===== src/rtl/pipe_stage_ctrl.sv =====
// Stall/flush controller for the 5-stage pipeline: stage enables, fetch handshake, redirects.
// Optional performance counters are compiled in with `define PIPE_STAGE_CTRL_PERF_EN.
module pipe_stage_ctrl #(
  parameter int REG_W       = 5,
  parameter int BOOT_CYCLES = 2,
  parameter int PERF_W      = 32
) (
  input  logic             clk,
  input  logic             reset,
  input  logic             iresp_data_ok,
  input  logic             dmem_req,
  input  logic             dresp_data_ok,
  input  logic             dec_valid,
  input  logic [REG_W-1:0] dec_rs,
  input  logic [REG_W-1:0] dec_rt,
  input  logic             dec_uses_rt,
  input  logic             ex_valid,
  input  logic             ex_mem_read,
  input  logic [REG_W-1:0] ex_rd,
  input  logic             ex_redirect,
  output logic             ireq_valid,
  output logic             fetch_enable,
  output logic             decode_enable,
  output logic             decode_flush,
  output logic             execute_enable,
  output logic             execute_bubble,
  output logic             memory_enable,
  output logic             writeback_enable,
  output logic             pc_redirect,
  output logic [1:0]       fsm_state
`ifdef PIPE_STAGE_CTRL_PERF_EN
  ,
  output logic [PERF_W-1:0] stall_cycles,
  output logic [PERF_W-1:0] flush_count,
  output logic [PERF_W-1:0] load_use_count
`endif
);

  // Handshake: a fetch word is accepted on any cycle with ireq_valid & iresp_data_ok;
  // once raised, ireq_valid is never withdrawn before that acceptance.

  localparam int BW = (BOOT_CYCLES > 1) ? $clog2(BOOT_CYCLES) : 1;

  typedef enum logic [1:0] {
    BOOT  = 2'd0,
    RUN   = 2'd1,
    DWAIT = 2'd2
  } state_t;

  state_t        fsm;
  logic [BW-1:0] boot_cnt;
  logic          redir_pend;
  logic          ireq_out;
  logic          fetch_held;

  logic active;
  logic mem_wait;
  logic load_use;
  logic fetch_ok;
  logic fetch_avail;
  logic redir_set;
  logic lu_hit;

  assign fsm_state = fsm;

  assign active   = ~reset & (fsm != BOOT);
  assign mem_wait = dmem_req & ~dresp_data_ok;
  assign load_use = ex_valid & ex_mem_read & (ex_rd != '0) & dec_valid &
                    ((ex_rd == dec_rs) | (dec_uses_rt & (ex_rd == dec_rt)));

  // A word returned while the fetch register is frozen is kept here and
  // suppresses new requests until the fetch register consumes it.
  assign ireq_valid  = ~reset & ireq_out & ~fetch_held;
  assign fetch_ok    = ireq_valid & iresp_data_ok;
  assign fetch_avail = fetch_held | fetch_ok;

  always_comb begin
    fetch_enable     = 1'b0;
    decode_enable    = 1'b0;
    decode_flush     = 1'b0;
    execute_enable   = 1'b0;
    execute_bubble   = 1'b0;
    memory_enable    = 1'b0;
    writeback_enable = 1'b0;
    pc_redirect      = 1'b0;
    redir_set        = 1'b0;
    lu_hit           = 1'b0;
    if (active && !mem_wait) begin
      memory_enable    = 1'b1;
      writeback_enable = 1'b1;
      execute_enable   = 1'b1;
      if (redir_pend) begin
        // Execute already holds the bubble inserted when the redirect arrived.
        decode_enable = 1'b1;
        decode_flush  = 1'b1;
        if (fetch_avail) begin
          pc_redirect  = 1'b1;
          fetch_enable = 1'b1;
        end
      end else if (ex_redirect) begin
        decode_enable  = 1'b1;
        decode_flush   = 1'b1;
        execute_bubble = 1'b1;
        if (fetch_avail) begin
          pc_redirect  = 1'b1;
          fetch_enable = 1'b1;
        end else begin
          redir_set = 1'b1;
        end
      end else if (!fetch_avail) begin
        decode_enable = 1'b1;
        decode_flush  = 1'b1;
      end else if (load_use) begin
        execute_bubble = 1'b1;
        lu_hit         = 1'b1;
      end else begin
        fetch_enable  = 1'b1;
        decode_enable = 1'b1;
      end
    end
  end

  always_ff @(posedge clk) begin
    if (reset) begin
      fsm        <= BOOT;
      boot_cnt   <= '0;
      redir_pend <= 1'b0;
      ireq_out   <= 1'b0;
      fetch_held <= 1'b0;
    end else begin
      case (fsm)
        BOOT: begin
          if (boot_cnt == BW'(BOOT_CYCLES - 1)) begin
            fsm      <= RUN;
            ireq_out <= 1'b1;
          end else begin
            boot_cnt <= boot_cnt + 1'b1;
          end
        end
        RUN, DWAIT: begin
          fsm        <= mem_wait ? DWAIT : RUN;
          fetch_held <= fetch_avail & ~fetch_enable;
          if (!mem_wait) begin
            if (redir_set)
              redir_pend <= 1'b1;
            else if (redir_pend && fetch_avail)
              redir_pend <= 1'b0;
          end
        end
        default: fsm <= BOOT;
      endcase
    end
  end

`ifdef PIPE_STAGE_CTRL_PERF_EN
  always_ff @(posedge clk) begin
    if (reset) begin
      stall_cycles   <= '0;
      flush_count    <= '0;
      load_use_count <= '0;
    end else begin
      if (active && !fetch_enable && stall_cycles != '1)
        stall_cycles <= stall_cycles + 1'b1;
      if (pc_redirect && flush_count != '1)
        flush_count <= flush_count + 1'b1;
      if (lu_hit && load_use_count != '1)
        load_use_count <= load_use_count + 1'b1;
    end
  end
`endif

endmodule


===== config.mk =====
export PLATFORM = sky130hd
export DESIGN_NAME = pipe_stage_ctrl
export DESIGN_NICKNAME = d
export VERILOG_FILES = /design/src/rtl/pipe_stage_ctrl.sv
export SDC_FILE = /design/constraint.sdc
export NUM_CORES = 1
export LEC_CHECK = 0
export ABC_AREA = 1
export CAP_MARGIN = 5
export CORE_MARGIN = 5
export CORE_UTILIZATION = 30
export CTS_CLUSTER_SIZE = 10
export DETAILED_ROUTE_END_ITERATION = 10
export HOLD_SLACK_MARGIN = 0.05
export MAX_ROUTING_LAYER = met4
export PLACE_DENSITY = 0.74
export SLEW_MARGIN = 20
export SYNTH_ARGS = -nofsm -noshare
export SYNTH_HDL_FRONTEND = slang
export SYNTH_SLANG_ARGS = --single-unit

===== constraint.sdc =====
create_clock -name clk -period 1.5 [get_ports clk]
set_input_delay 0.3 -clock clk [delete_from_list [all_inputs] [get_ports clk]]
set_output_delay 0.3 -clock clk [all_outputs]
set_load 0.05 [all_outputs]

==> impl_metrics.toml <==
[routing]
ant_nets = 0
via_per_inst = 4.40
first_pass_iters = 5
wl_per_cell_um = 10.6
vias = 863
wirelength_mm = 2.09
drc = 0
drtIter0Drc = 16

[sta]
grt_setup_unrepaired = "true"
final_hold_viol_count = 0
max_freq_ghz = 0.549
slew_headroom = 0.873
tightest_slew_ns = 0.191
finalSetupViolCount = 8
finClkSkew_ns = 0.000409
setup_ws_ns = -0.322
finalCritPeriodShare = 1.21
finalCriticalPeriod_ns = 1.82
tns_ns = -1.74
drv_slew = 0

[pwr]
pwr_density_cell_mw_per_mm2 = 1260
leakagePower_uw = 0.000676
power_uw = 1670
peakVddDrop_mv = 1.09

[grt]
grt_first_pass_wirelength_mm = 3.53
track_usage = 0.143
gr-total-overflow = 0
antenna_found_initial = 0
grt_max_degree = 6
grt_pass1_vias = 850

[clock_tree]
cts_hold_buf = 0
cts_root_buf = "clkbuf_4"
clk_latency_ns = 0.24
clockBufferDepth = 2
cts.sinks = 6
cts_inserted_buffers = 3
cts-htree-levels = 1
cts_tree = "yes"
cts.clk_slew.worst_paths_ns = 0.05

[floorplan]
pin_count = 36
die_h_um = 55.3
dieArea_mm2 = 0.00305
die_w_um = 55.3
rows = 16
coreArea_mm2 = 0.00196
initial_core_util = 0.313

[layout]
num-fill-cells = 193
syn2layout_area_growth_pct = 115
fin_cells = 196
drive_gt1_frac = 0.462
final_util = 0.673
nets = 197
final_common_cell = "nand2_1"
diodes = 0
final_cell_mix = "nand2_1 (32), buf_4 (19), inv_1 (14)"

[synthesis]
ys_seq_area_frac = 0.196
syn_inst = 110
syn_nets = 137
synthesis.area_um2 = 614
ys_ff_latch = 6
yosys.area.top_type = "nand2_1"
synth_top_area_frac = 0.208
syn_area_per_cell_um2 = 5.58
synth_cell_types = 21
synth_area_leaders = "nand2_1 (21%), dfxtp_1 (20%), inv_1 (13%)"
yosysWarnings = 0

[worst_hold_path]
hp-start = "boot_cnt"
holdPathEnd = "ireq_out"
hold_depth = 2
min_path_type = "register to register"

[outcome]
violations = "setup timing"
run_status = "finished with violations"

[critical_path]
worst_path_max_delay_cell = "dfxtp_4"
critPathMaxFanout = 3
arrival_ns = 1.52
ff2ff_setup_slack_ns = 0.14
cp-end-kind = "output pin"
cp_top_family = "flip-flops"
worst_r2r_endpoint = "fetch_held"
path_class = "register to output pin"
critPathRequiredTime_ns = 1.20
path_cells = "inv_4, ha_4, nor3_4, inv_2, nor2_4, nand3_2, a21oi_4, buf_12"
r2r_cells = 10
r2r-start = "fsm_state[1]"
worst-path-buf-inv = 3
slowest_delay_ns = 0.35
critPathLaunchType = "register"
worstSetupStartpoint = "fsm_state[1]"

[job]
maxCapViolCount = 0

[placed_design]
port_buffers = 35
gp_congestion = 0.794
dp.cells = 184
dp_hpwl_mm = 1.68
[stage by stage]
step	setup WS (ns)	cell area [µm²]	hold slack [ns]
after CTS	-0.339	1280	0.492
after detailed placement	-0.567	1250	0.480
final	-0.322	1320	0.478
after global routing	-0.404	1320	0.521
after floorplan	-0.799	669	0.369
after global placement	-0.545	1250	0.455
[what timing repair did]
action / in CTS / in global routing
pin swaps: 29 / 8
cloned: 0 / 0
endpoints found under the setup margin: 10 / 9
gates resized for setup: 71 / 8
setup buffers: 5 / 4
[area by class of cell]
class                   count  area, µm²  share of cell area
repair buffers             57        571               0.432
multi-input cells          75        452               0.342
flip-flops and latches      6        128              0.0966
inverters                  27        111              0.0843
well taps                  27       33.8              0.0256
clock buffers               4       26.3              0.0199
[worst max-delay path by stage]
stage,slack (ns),cells past startpoint,to
floorplan,-0.80,7,execute_bubble
global placement,-0.55,11,fetch_enable
detailed placement,-0.57,11,fetch_enable
CTS,-0.34,8,execute_bubble
global route,-0.40,8,execute_bubble
finish,-0.32,8,execute_bubble
[layer usage]
layer  track usage  share of wire  routed length (µm)  vias up
li1              -              -                   -      452
met1         0.159           0.41                 851      388
met2         0.255           0.55                1150       21
met3        0.0233          0.032                  66        2
met4        0.0521         0.0062                  13        0
met5             -              0                   0        -
[cell usage after synthesis, drive strengths merged]
library cell  instances
nor3                  3
dfxtp                 6
nand2                36
o21ai                 2
nor2                 13
o21bai                1
buf                   2
nand4                 1
a211oi                3
ha                    2
nand3                 8
inv                  27
a21oi                 4
a31oi                 1
xnor2                 1
[report_power, final]
| group | total (µW) | leakage, µW | switching (µW) | internal (µW) |
|---|---|---|---|---|
| Clock | 165 | 0.0000150 | 63.8 | 101 |
| Combinational | 1250 | 0.000611 | 635 | 616 |
| Sequential | 250 | 0.0000507 | 32.5 | 218 |
[sequential cells by signal (all words and copies together), names as in the netlist]
signal      flops
fetch_held      1
boot_cnt        1
redir_pend      1
ireq_out        1
fsm_state       2
[worst reg2reg max path, delay by kind of cell (launching register included)]
kind	cells	cell delay [ns]
buffers and inverters	5	0.36
adders and majority gates	1	0.15
and+or+nand+nor	4	0.41
DFF	1	0.35
[kinds of logic after synthesis]
logic type | synth area share
simple gates | 0.446
buf+inv | 0.189
fa+ha+maj | 0.0407
flops | 0.196
compound gates | 0.114
xor+xnor | 0.0143
(Power assumes the default switching activity.)
